File: config.mk
export PLATFORM = sky130hd
export DESIGN_NAME = mips_multicycle_ctrl
export DESIGN_NICKNAME = d
export VERILOG_FILES = /design/src/rtl/mips_multicycle_ctrl.sv
export SDC_FILE = /design/constraint.sdc
export NUM_CORES = 1
export LEC_CHECK = 0
export ABC_AREA = 1
export CAP_MARGIN = 10
export CORE_MARGIN = 2
export CORE_UTILIZATION = 32
export CTS_CLUSTER_DIAMETER = 100
export DETAILED_ROUTE_END_ITERATION = 6
export PLACE_DENSITY = 0.65
export SLEW_MARGIN = 15
export SYNTH_ARGS = -nofsm -noshare
export SYNTH_HDL_FRONTEND = slang
export SYNTH_SLANG_ARGS = --single-unit
export TNS_END_PERCENT = 10
File: constraint.sdc
create_clock -name clk -period 1.3 [get_ports clk]
set_input_delay 0.325 -clock clk [delete_from_list [all_inputs] [get_ports clk]]
set_output_delay 0.325 -clock clk [all_outputs]
set_load 0.01 [all_outputs]
File: src/rtl/mips_multicycle_ctrl.sv
// Multi-cycle MIPS main control FSM: sequences fetch/decode/execute/memory/write-back
// and drives the datapath select and enable lines each cycle.
module mips_multicycle_ctrl #(
  parameter int MEM_HANDSHAKE = 1
) (
  input  logic       clk,
  input  logic       rst_n,
  input  logic [5:0] opcode,
  input  logic       zero,
  input  logic       mem_ready,
  output logic       pc_en,
  output logic       iord,
  output logic       mem_read,
  output logic       mem_write,
  output logic       ir_write,
  output logic       reg_dst,
  output logic       mem_to_reg,
  output logic       reg_write,
  output logic       alu_src_a,
  output logic [1:0] alu_src_b,
  output logic [1:0] alu_op,
  output logic [1:0] pc_source,
  output logic       instr_done,
  output logic       illegal_op,
  output logic [3:0] state
);

  localparam logic [3:0] S_IDLE      = 4'd0;
  localparam logic [3:0] S_FETCH     = 4'd1;
  localparam logic [3:0] S_DECODE    = 4'd2;
  localparam logic [3:0] S_MEM_ADDR  = 4'd3;
  localparam logic [3:0] S_MEM_READ  = 4'd4;
  localparam logic [3:0] S_MEM_WB    = 4'd5;
  localparam logic [3:0] S_MEM_WRITE = 4'd6;
  localparam logic [3:0] S_EXECUTE   = 4'd7;
  localparam logic [3:0] S_R_WB      = 4'd8;
  localparam logic [3:0] S_BRANCH    = 4'd9;
  localparam logic [3:0] S_JUMP      = 4'd10;
  localparam logic [3:0] S_ADDI_EXEC = 4'd11;
  localparam logic [3:0] S_ADDI_WB   = 4'd12;

  localparam logic [5:0] OP_RTYPE = 6'b000000;
  localparam logic [5:0] OP_LW    = 6'b100011;
  localparam logic [5:0] OP_SW    = 6'b101011;
  localparam logic [5:0] OP_BEQ   = 6'b000100;
  localparam logic [5:0] OP_J     = 6'b000010;
  localparam logic [5:0] OP_ADDI  = 6'b001000;

  logic [3:0] state_q, state_d;
  logic [5:0] op_q, op_d;
  logic       rdy;
  logic       op_legal;
  logic       pc_write, pc_write_cond;

  // With the handshake disabled every memory access completes in one cycle.
  assign rdy = (MEM_HANDSHAKE != 0) ? mem_ready : 1'b1;

  assign op_legal = (opcode == OP_RTYPE) || (opcode == OP_LW) || (opcode == OP_SW) ||
                    (opcode == OP_BEQ)   || (opcode == OP_J)  || (opcode == OP_ADDI);

  assign op_d  = (state_q == S_DECODE) ? opcode : op_q;
  assign state = state_q;

  always_ff @(posedge clk or negedge rst_n) begin
    if (!rst_n) begin
      state_q <= S_IDLE;
      op_q    <= 6'd0;
    end else begin
      state_q <= state_d;
      op_q    <= op_d;
    end
  end

  always_comb begin
    state_d = S_FETCH;
    case (state_q)
      S_IDLE:      state_d = S_FETCH;
      S_FETCH:     state_d = rdy ? S_DECODE : S_FETCH;
      S_DECODE: begin
        case (opcode)
          OP_LW, OP_SW: state_d = S_MEM_ADDR;
          OP_RTYPE:     state_d = S_EXECUTE;
          OP_BEQ:       state_d = S_BRANCH;
          OP_J:         state_d = S_JUMP;
          OP_ADDI:      state_d = S_ADDI_EXEC;
          default:      state_d = S_FETCH;
        endcase
      end
      // Only lw and sw reach MEM_ADDR, so the captured opcode picks between them.
      S_MEM_ADDR:  state_d = (op_q == OP_LW) ? S_MEM_READ : S_MEM_WRITE;
      S_MEM_READ:  state_d = rdy ? S_MEM_WB : S_MEM_READ;
      S_MEM_WB:    state_d = S_FETCH;
      S_MEM_WRITE: state_d = rdy ? S_FETCH : S_MEM_WRITE;
      S_EXECUTE:   state_d = S_R_WB;
      S_R_WB:      state_d = S_FETCH;
      S_BRANCH:    state_d = S_FETCH;
      S_JUMP:      state_d = S_FETCH;
      S_ADDI_EXEC: state_d = S_ADDI_WB;
      S_ADDI_WB:   state_d = S_FETCH;
      default:     state_d = S_FETCH;
    endcase
  end

  always_comb begin
    iord          = 1'b0;
    mem_read      = 1'b0;
    mem_write     = 1'b0;
    ir_write      = 1'b0;
    reg_dst       = 1'b0;
    mem_to_reg    = 1'b0;
    reg_write     = 1'b0;
    alu_src_a     = 1'b0;
    alu_src_b     = 2'b00;
    alu_op        = 2'b00;
    pc_source     = 2'b00;
    instr_done    = 1'b0;
    illegal_op    = 1'b0;
    pc_write      = 1'b0;
    pc_write_cond = 1'b0;
    case (state_q)
      S_FETCH: begin
        mem_read  = 1'b1;
        alu_src_b = 2'b01;
        ir_write  = rdy;
        pc_write  = rdy;
      end
      S_DECODE: begin
        alu_src_b  = 2'b11;
        illegal_op = !op_legal;
        instr_done = !op_legal;
      end
      S_MEM_ADDR: begin
        alu_src_a = 1'b1;
        alu_src_b = 2'b10;
      end
      S_MEM_READ: begin
        mem_read = 1'b1;
        iord     = 1'b1;
      end
      S_MEM_WB: begin
        reg_write  = 1'b1;
        mem_to_reg = 1'b1;
        instr_done = 1'b1;
      end
      S_MEM_WRITE: begin
        mem_write  = 1'b1;
        iord       = 1'b1;
        instr_done = rdy;
      end
      S_EXECUTE: begin
        alu_src_a = 1'b1;
        alu_op    = 2'b10;
      end
      S_R_WB: begin
        reg_write  = 1'b1;
        reg_dst    = 1'b1;
        instr_done = 1'b1;
      end
      S_BRANCH: begin
        alu_src_a     = 1'b1;
        alu_op        = 2'b01;
        pc_write_cond = 1'b1;
        pc_source     = 2'b01;
        instr_done    = 1'b1;
      end
      S_JUMP: begin
        pc_write   = 1'b1;
        pc_source  = 2'b10;
        instr_done = 1'b1;
      end
      S_ADDI_EXEC: begin
        alu_src_a = 1'b1;
        alu_src_b = 2'b10;
      end
      S_ADDI_WB: begin
        reg_write  = 1'b1;
        instr_done = 1'b1;
      end
      default: ;
    endcase
    pc_en = pc_write | (pc_write_cond & zero);
  end

endmodule
==> results of run 1 <==
## synthesized netlist by cell type, drive strengths merged
| cell | number |
|---|---|
| buf | 2 |
| dfrtp | 10 |
| inv | 19 |
| nand2 | 37 |
| nand3 | 14 |
| nand3b | 3 |
| nor2 | 21 |
| nor3 | 1 |
| o211ai | 1 |
| o21ai | 9 |
## flip-flops by register name, indices dropped and copies added, names as in the netlist
signal,count
state,4
op_q,6
## cell type report
| type | count | area, um2 |
|---|---|---|
| fillers | 217 | 731 |
| repair buffers | 66 | 552 |
| multi-input cells | 86 | 522 |
| flip-flops and latches | 10 | 255 |
| inverters | 19 | 81.3 |
| clock buffers | 4 | 36.3 |
| well taps | 28 | 35.0 |
## per-layer routing
layer / vias up / wire [um] / GRT usage [%] / share of wire [%]
li1: 501 / - / - / -
met1: 459 / 926 / 18.9 / 36
met2: 43 / 1440 / 42.4 / 56
met3: 6 / 130 / 2.00 / 5.1
met4: 0 / 70 / 4.70 / 2.7
met5: - / 0 / 0 / 0
## cells by family (layout without fill, tap and decap cells)
group | count (synthesis) | after routing | synth area share [%]
flops | 10 | 10 | 33.7
simple gates | 76 | 76 | 45.1
compound gates | 10 | 10 | 9.09
buf+inv | 21 | 89 | 12.1
## report_power, final
group,internal [uW],switching (uW),total [uW]
Combinational,945,1010,1950
Clock,170,108,278
Sequential,460,129,589
## worst register-to-register path: stages (launching register included)
cell and delay [ns]:
sky130_fd_sc_hd__dfrtp_2 0.43, sky130_fd_sc_hd__buf_6 0.12, sky130_fd_sc_hd__nor2_4 0.13, sky130_fd_sc_hd__nand2_2 0.10, sky130_fd_sc_hd__buf_4 0.15, sky130_fd_sc_hd__buf_12 0.14, sky130_fd_sc_hd__inv_8 0.07, sky130_fd_sc_hd__nand3b_1 0.08
sky130_fd_sc_hd__nand3_1 0.07
## path summary, 6_finish.rpt
path	startpoint	to	slack (ns)	cells past startpoint
max in group asynchronous	rst_n	state[3]	0.60	1
setup reg to reg	state[0]	state[3]	-0.04	8
hold / removal	rst_n	op_q[1]	0.37	1
min in group clk	opcode[4]	op_q[4]	0.48	3
hold reg to reg	op_q[0]	op_q[0]	0.49	2
setup / recovery	state[3]	pc_en	-0.42	7
## through the flow
stage | total power [uW] | utilization (%) | hold WS (ns) | cell area, um2 | setup slack [ns]
5_1_grt | 3030 | 67.0 | 0.399 | 1480 | -0.484
4_1_cts | 2560 | 62.8 | 0.378 | 1390 | -0.421
3_3_place_gp | 2170 | 56.6 | 0.466 | 1250 | -0.854
3_5_place_dp | 2190 | 56.6 | 0.471 | 1250 | -0.892
2_1_floorplan | 1340 | - | 0.0294 | 756 | -0.0682
6_report | 2820 | 67.0 | 0.369 | 1480 | -0.417
## repair_timing
item | CTS | global route
setup endpoints to repair | 24 | 31
resized for setup | 104 | 43
pin swaps | 12 | 7
buffers inserted | 9 | 3
==> metrics.txt, run 1 <==
drt drc=0; clock insertion delay at the later pin of the skew report=0.26 ns; placed insts=197; area growth from synthesis to layout=99.3%; largest vdd supply drop=1.35 mV; gr ovfl total=0; number of nets in the layout=196; Routed Wire Length=2570 um; Final period util=132%; Synth Register Bits=10; type of the tightest min-delay check=primary input to asynchronous set/reset pin; fraction of synthesized cell area taken by the top area cell type=33.7%; number of buffer and inverter instances along the worst setup path=3; worst-case clock buffer depth=2; Site Rows=17; unique cell type count in the Yosys netlist=16; Worst Setup Path Type=flip-flop to output port; cell type of the slowest stage on the worst timing path=sky130_fd_sc_hd__dfrtp_2; Crit. End Element=output port; number of warnings issued by yosys=0; clock-pin slew on the worst setup and hold paths=0.07 ns; final setup margin=-0.417 ns; skew final=0.00133 ns; slew margin rel.=70.4%; post-synthesis net count=127; first-pass GRT wire length=4000 um; violations in the final reports=negative setup slack; via count of the first global-routing pass=995; biggest area contributors in the synthesized netlist=sky130_fd_sc_hd__dfrtp_1 34%, sky130_fd_sc_hd__nand2_1 18%, sky130_fd_sc_hd__nand3_1 9.4%; diode insertion count for antenna repair=0; width of the chip=52.2 um; DRC marker count from the first detailed-route iteration=14; clock tree from TritonCTS=built; top fanout value on the critical path=5; number of H-tree levels=1; total count of max-transition violations in the final report=0; gpl congestion=0.800; RSZ-0062 raised after global routing=yes; worst path required time=0.98 ns; most common cell after layout, fill and taps aside=sky130_fd_sc_hd__buf_4; cts-stage hold buffer count=0; # setup viols final=24; post-synthesis area per instance=6.35 um2; area of the mapped netlist=743 um2; vertical extent of the die=52.2 um; number of clock buffers inserted by TritonCTS=3; Critical Path, Cell by Cell=inv_4 > nor2_4 > nand2_2 > inv_2 > nand2_1 > nand3_1 > buf_2; Cell Pwr Density=1900 nW/um2; number of non-filler instances in the completed layout=213; antenna-violating nets left=0; fmax=582 MHz; Post-Syn Instances=117; sum of net half-perimeters after detailed placement=1760 um; num ports=31; drt pass-1 iters=4; part of the Yosys area used for sequential elements=33.7%; maxcap violations=0; detail-routed net length per standard cell=12.1 um; die area=2720 um2; element type at the critical path start=flip-flop; initial core utilization=33.6%; commonest non-fill, non-tap cells in the layout=28 x sky130_fd_sc_hd__buf_4, 26 x sky130_fd_sc_hd__nand2_1, 15 x sky130_fd_sc_hd__buf_6; number of sinks on the clock net=10; leading area contributor after synthesis=sky130_fd_sc_hd__dfrtp_1; transition time at the pin with the least slew margin=0.442 ns; number of hold violations in the final report=0; setup TNS after final layout=-5.95 ns; crit path DAT=1.39 ns; Buffers on Ports=30; Tmin final=1.72 ns; gr usage total=19.6%; maximum number of pins on one net before global-route repair=12; delay-heaviest family, CP=flip-flops; fraction of final layout cells with drive strength greater than 1=58.4%; initial antenna violation count=0; critical path's largest stage delay=0.48 ns; clock root buffer=sky130_fd_sc_hd__clkbuf_4; via count of the routed design=1009; outcome=complete, but fails checks; Pleak=0.000808 uW; Core Box Area=2210 um2; Via-to-Cell Ratio=4.74
(Power assumes the default switching activity.)
==> run 2: changes to the inputs <==
Settings changed: CORE_MARGIN 2 to default.
==> run 2 against run 1 <==
Against the previous run: the flow still finishes with violations (negative setup slack); clock skew up 0.00088 ns; worst setup slack got worse by 0.033 ns; sequential power shrank 2%; total power is 4.2% lower; sequential share of layout area up 0.33 points; combinational power is 5% lower.
==> metrics.txt, run 2 (synthesis gave the netlist of run 1 again) <==
crit path DAT=1.42 ns (+0.03 ns); RSZ-0062 raised after global routing=yes; Tmin final=1.75 ns (+0.0326 ns); delay-heaviest family, CP=buffers and inverters; drt drc=0 (unchanged); maximum number of pins on one net before global-route repair=12 (unchanged); worst setup slack before clock tree synthesis=-0.875 ns (+0.0172 ns); most common cell after layout, fill and taps aside=sky130_fd_sc_hd__buf_4; number of flip-flops under the largest register name=6 (unchanged); clock insertion delay at the later pin of the skew report=0.26 ns (about the same); startpoint of the lowest-slack register-to-register path=state[2]; maxcap violations=0 (unchanged); setup slack, reg-to-reg=-0.07 ns (-0.03 ns); top fanout value on the critical path=4 (-1); outcome=complete, but fails checks; hold slack=0.325 ns (-0.0437 ns); antenna-violating nets left=0 (unchanged); final setup margin=-0.449 ns (-0.0326 ns); diode insertion count for antenna repair=0 (unchanged); slew margin rel.=70.8% (+0.43 points); element type at the critical path start=flip-flop; Worst Setup Path Type=flip-flop to output port; number of H-tree levels=1 (unchanged); end-of-flow core utilization=66.4% (-0.61 points); critical path's largest stage delay=0.44 ns (-0.04 ns); via count of the first global-routing pass=986 (-0.90%); final design instance area without fill=1450 um2 (-1.9%); vertical extent of the die=50.2 um (-3.8%); via count of the routed design=1000 (-0.89%); global-route met1 utilization=22.0% (+3.0 points); origin of the worst min-delay path=opcode[0]; Cell Area, Placed=1260 um2 (+0.60%); violations in the final reports=negative setup slack; initial antenna violation count=0 (unchanged); drt pass-1 iters=4 (unchanged); sum of net half-perimeters after detailed placement=1720 um (-2.3%); number of sinks on the clock net=10 (unchanged); number of clock buffers inserted by TritonCTS=3 (unchanged); first-pass GRT wire length=4020 um (+0.32%); gr usage total=21.3% (+1.7 points); number of buffer and inverter instances along the worst setup path=4 (+1); # setup viols final=23 (-4.2%); type of the tightest min-delay check=primary input to flip-flop; logic depth of the worst register-to-register path=7 (-1); GR Util met2=40.9% (-1.5 points); skew final=0.00220 ns (+0.000878 ns); Crit. End Element=output port; number of non-filler instances in the completed layout=217 (+1.9%); num ports=31 (unchanged); Routed Wire Length=2450 um (-4.7%); Worst Hold End=op_q[0]; clock-pin slew on the worst setup and hold paths=0.06 ns (about the same); number of nets in the layout=200 (+2.0%); Hold Path Stages=3; DRC marker count from the first detailed-route iteration=8 (-6); gr ovfl total=0 (unchanged); placed insts=198 (+0.51%); Buffers on Ports=30 (unchanged); worst path required time=0.98 ns (about the same); Final period util=135% (+2.5 points); Via-to-Cell Ratio=4.61 (-2.7%); Worst R2R End=state[0]; die area=2520 um2 (-7.5%); Pleak=0.000812 uW (+0.52%); width of the chip=50.2 um (-3.8%); worst-case clock buffer depth=2 (unchanged); most common cell type on the critical path=sky130_fd_sc_hd__buf_4; most used routing layer in global routing=met2; Cell Pwr Density=1860 nW/um2 (-2.3%); clock root buffer=sky130_fd_sc_hd__clkbuf_4; met3 capacity usage during global routing=2.12% (+0.12 points); Critical Path, Cell by Cell=buf_4 > nor2_4 > buf_4 > buf_6 > nand2_4 > nand2_1 > buf_2; total count of max-transition violations in the final report=0 (unchanged); initial core utilization=33.9% (+0.33 points); fraction of final layout cells with drive strength greater than 1=59.8% (+1.4 points); cts-stage hold buffer count=0 (unchanged); area growth from synthesis to layout=95.6%; clock tree from TritonCTS=built; transition time at the pin with the least slew margin=0.436 ns (-0.00639 ns); Site Rows=17 (unchanged); register with the most flip-flops=op_q; number of hold violations in the final report=0 (unchanged); commonest non-fill, non-tap cells in the layout=35 x sky130_fd_sc_hd__buf_4, 28 x sky130_fd_sc_hd__nand2_1, 14 x sky130_fd_sc_hd__buf_2; Core Box Area=2190 um2 (-0.96%); gpl congestion=0.858 (+7.2%); largest vdd supply drop=1.22 mV (-9.8%); fmax=572 MHz (-1.9%); cell type of the slowest stage on the worst timing path=sky130_fd_sc_hd__dfrtp_2; detail-routed net length per standard cell=11.3 um (-6.5%)
[run 2: changes by cell type in the layout (fill, tap and decap cells not counted), sizes merged]
| cell | change |
|---|---|
| clkdlybuf4s15 | +4 |
| buf | +4 |
| clkbuf | +1 |
| clkdlybuf4s50 | +1 |
| dlygate4sd2 | -6 |
[run 2: what timing repair did]
action | in CTS | in global routing
resized for setup | 119 | 21
endpoints found under the setup margin | 24 | 29
pin swaps | 15 | 6
buffers inserted | 13 | 2
[run 2: area by class of cell]
type / count / area [um2]
sequential: 10 / 255
multi-input combinational: 86 / 499
clock buffer: 4 / 36.3
inverter: 19 / 78.8
tap: 28 / 35.0
fill: 183 / 737
timing repair buffer: 70 / 549
[run 2: worst register-to-register path: cells and delay by family (launching register included)]
| family | cells | cell delay, ns |
|---|---|---|
| AND/OR/NAND/NOR | 3 | 0.28 |
| flip-flops | 1 | 0.44 |
| AO/OA/AOI/OAI | 1 | 0.22 |
| buffers and inverters | 3 | 0.37 |
[run 2: per-stage QoR]
step                      setup TNS, ns  power [uW]
after global routing              -7.96        2920
final                             -6.44        2700
after floorplan                  -0.167        1340
after CTS                         -6.50        2620
after global placement            -9.11        2190
after detailed placement          -9.42        2220
[run 2: report_power, final]
group	leakage [uW]	internal, uW	switching [uW]	total (uW)
Sequential	0.000119	460	118	578
Clock	0.0000210	170	106	276
Combinational	0.000672	905	947	1850
[run 2: per-layer routing]
metal / wire length [um] / part of all wire (%) / up-vias
met4: 51 / 2.1 / 0
li1: - / - / 507
met1: 951 / 39 / 453
met5: 0 / 0 / -
met3: 113 / 4.6 / 6
met2: 1330 / 54 / 34
[run 2: worst max path at each step]
stage                         start           end  slack [ns]  cells past startpoint
after floorplan            state[0]    instr_done       -0.07                      7
after global placement    opcode[0]    instr_done       -0.85                      8
after detailed placement  opcode[0]    instr_done       -0.88                      8
after CTS                  state[3]    instr_done       -0.43                      7
after global routing       state[2]    instr_done       -0.53                      7
final                      state[2]  alu_src_b[0]       -0.45                      7
==> run 3: changes to the inputs <==
Settings changed: RECOVER_POWER from default to 100, SKIP_LAST_GASP from default to 1.
==> run 3 against run 2 <==
Against the previous run: the flow still finishes with violations (negative setup slack); cell count grew 0.46%; first-iteration DRC count grew 63%; sequential share of layout area grew 0.091 points; fmax shrank 1.9%; core utilization shrank 0.34 points; hold slack gained 0.11 ns; die area is the same; flip-flop and latch count is the same; combinational power shrank 4%; register-to-register slack lost 0.06 ns; global-route usage grew 0.19 points; critical path type unchanged.
==> metrics.txt, run 3 (synthesis gave the netlist of run 1 again) <==
type of the tightest min-delay check=primary input to asynchronous set/reset pin; die area=2520 um2 (unchanged); drt pass-1 iters=4 (unchanged); element type at the critical path start=flip-flop; RSZ-0062 raised after global routing=yes; drt drc=0 (unchanged); critical path's largest stage delay=0.46 ns (+0.02 ns); Crit. End Element=output port; most common cell type on the critical path=sky130_fd_sc_hd__buf_4; area growth from synthesis to layout=94.6%; number of flip-flops under the largest register name=6 (unchanged); Core Box Area=2190 um2 (unchanged); worst setup slack before clock tree synthesis=-0.875 ns (unchanged); initial core utilization=33.9% (unchanged); startpoint of the lowest-slack register-to-register path=state[3]; slew margin rel.=70.7% (-0.092 points); initial antenna violation count=0 (unchanged); setup TNS after final layout=-9.02 ns (-2.58 ns); worst path required time=0.98 ns (about the same); most common cell after layout, fill and taps aside=sky130_fd_sc_hd__buf_4; DRC marker count from the first detailed-route iteration=13 (+5); register with the most flip-flops=op_q; violations in the final reports=negative setup slack; Routed Wire Length=2450 um (-0.12%); final setup margin=-0.484 ns (-0.0347 ns); clock insertion delay at the later pin of the skew report=0.26 ns (about the same); worst-case clock buffer depth=2 (unchanged); cts-stage hold buffer count=0 (unchanged); number of clock buffers inserted by TritonCTS=3 (unchanged); commonest non-fill, non-tap cells in the layout=38 x sky130_fd_sc_hd__buf_4, 29 x sky130_fd_sc_hd__nand2_1, 13 x sky130_fd_sc_hd__inv_1, 13 x sky130_fd_sc_hd__dlygate4sd2_1, 12 x sky130_fd_sc_hd__nand3_1; Site Rows=17 (unchanged); Worst Setup Path Type=flip-flop to output port; hold slack=0.433 ns (+0.107 ns); num ports=31 (unchanged); setup slack, reg-to-reg=-0.13 ns (-0.06 ns); Pleak=0.000831 uW (+2.4%); Tmin final=1.78 ns (+0.0347 ns); placed insts=198 (unchanged); number of sinks on the clock net=10 (unchanged); sum of net half-perimeters after detailed placement=1720 um (unchanged); maximum number of pins on one net before global-route repair=12 (unchanged); number of non-filler instances in the completed layout=218 (+0.46%); maxcap violations=0 (unchanged); number of nets in the layout=201 (+0.50%); Buffers on Ports=30 (unchanged); outcome=complete, but fails checks; clock root buffer=sky130_fd_sc_hd__clkbuf_4; number of hold violations in the final report=0 (unchanged); total count of max-transition violations in the final report=0 (unchanged); top fanout value on the critical path=4 (unchanged); # setup viols final=25 (+8.7%); antenna-violating nets left=0 (unchanged); via count of the routed design=1014 (+1.4%); logic depth of the worst register-to-register path=7 (unchanged); gr usage total=21.5% (+0.19 points); cell type of the slowest stage on the worst timing path=sky130_fd_sc_hd__clkdlybuf4s50_1; crit path DAT=1.46 ns (+0.04 ns); Cell Pwr Density=1810 nW/um2 (-2.9%); skew final=0.00272 ns (+0.000517 ns); Via-to-Cell Ratio=4.65 (+0.93%); gpl congestion=0.858 (unchanged); largest vdd supply drop=1.26 mV (+3.7%); first-pass GRT wire length=4050 um (+0.87%); clock-pin slew on the worst setup and hold paths=0.07 ns (about the same); fmax=561 MHz (-1.9%); gr ovfl total=0 (unchanged); Worst R2R End=state[0]; via count of the first global-routing pass=995 (+0.91%); vertical extent of the die=50.2 um (unchanged); width of the chip=50.2 um (unchanged); overall power after layout=2610 uW (-3.4%); Final period util=137% (+2.7 points); Critical Path, Cell by Cell=buf_4 > buf_4 > clkdlybuf4s50_1; clock tree from TritonCTS=built; fraction of final layout cells with drive strength greater than 1=48.4% (-11 points); transition time at the pin with the least slew margin=0.437 ns (+0.00131 ns); diode insertion count for antenna repair=0 (unchanged); number of H-tree levels=1 (unchanged); detail-routed net length per standard cell=11.2 um (-0.58%)
## run 3: cell types whose count changed in the layout (fill, tap and decap cells not counted), moves of 3 or more
cell | previous run | this run
sky130_fd_sc_hd__buf_2 | 14 | 6
sky130_fd_sc_hd__buf_4 | 35 | 38
sky130_fd_sc_hd__buf_6 | 10 | 4
sky130_fd_sc_hd__dlygate4sd2_1 | 1 | 13
## run 3: power by group
group          internal, uW  switching, uW  leakage (uW)
clock                   170            107     0.0000210
combinational           872            896      0.000691
sequential              460            107      0.000119
total                  1500           1110      0.000831
## run 3: worst max-delay path: cells and delay by family (launching register included)
kind	cells	cell delay, ns
buffers and inverters	3	0.75
flip-flops	1	0.45
## run 3: per-stage QoR
step | instance area [um2] | util [%]
floorplan | 756 | -
global placement | 1260 | 57.5
detailed placement | 1260 | 57.5
CTS | 1390 | 63.4
global route | 1450 | 66.0
finish | 1450 | 66.0
## run 3: final cells by class
| class | instances | area, um2 |
|---|---|---|
| inverter | 19 | 73.8 |
| fill | 185 | 744 |
| clock buffer | 4 | 36.3 |
| sequential | 10 | 255 |
| tap | 28 | 35.0 |
| timing repair buffer | 71 | 577 |
| multi-input combinational | 86 | 469 |
## run 3: per-layer routing
| metal | GRT usage, % | vias to the layer above | routed length [um] |
|---|---|---|---|
| met5 | 0 | - | 0 |
| met3 | 1.82 | 8 | 103 |
| met1 | 22.2 | 461 | 940 |
| met2 | 41.6 | 36 | 1330 |
| li1 | - | 509 | - |
| met4 | 11.9 | 0 | 73 |
## run 3: worst max path at each step
stage                   start         end  slack [ns]  cells past startpoint
floorplan            state[0]  instr_done       -0.07                      7
finish               state[3]    state[3]       -0.48                      3
CTS                  state[3]  instr_done       -0.44                      7
global route         state[3]   reg_write       -0.55                      5
detailed placement  opcode[0]  instr_done       -0.88                      8
global placement    opcode[0]  instr_done       -0.85                      8
## run 3: what timing repair did
action                                  4_1_cts  5_1_grt
setup buffers                                13        3
endpoints found under the setup margin       24       31
resized for setup                            68       11
pin swaps                                    11        3
gates cloned                                  0        0
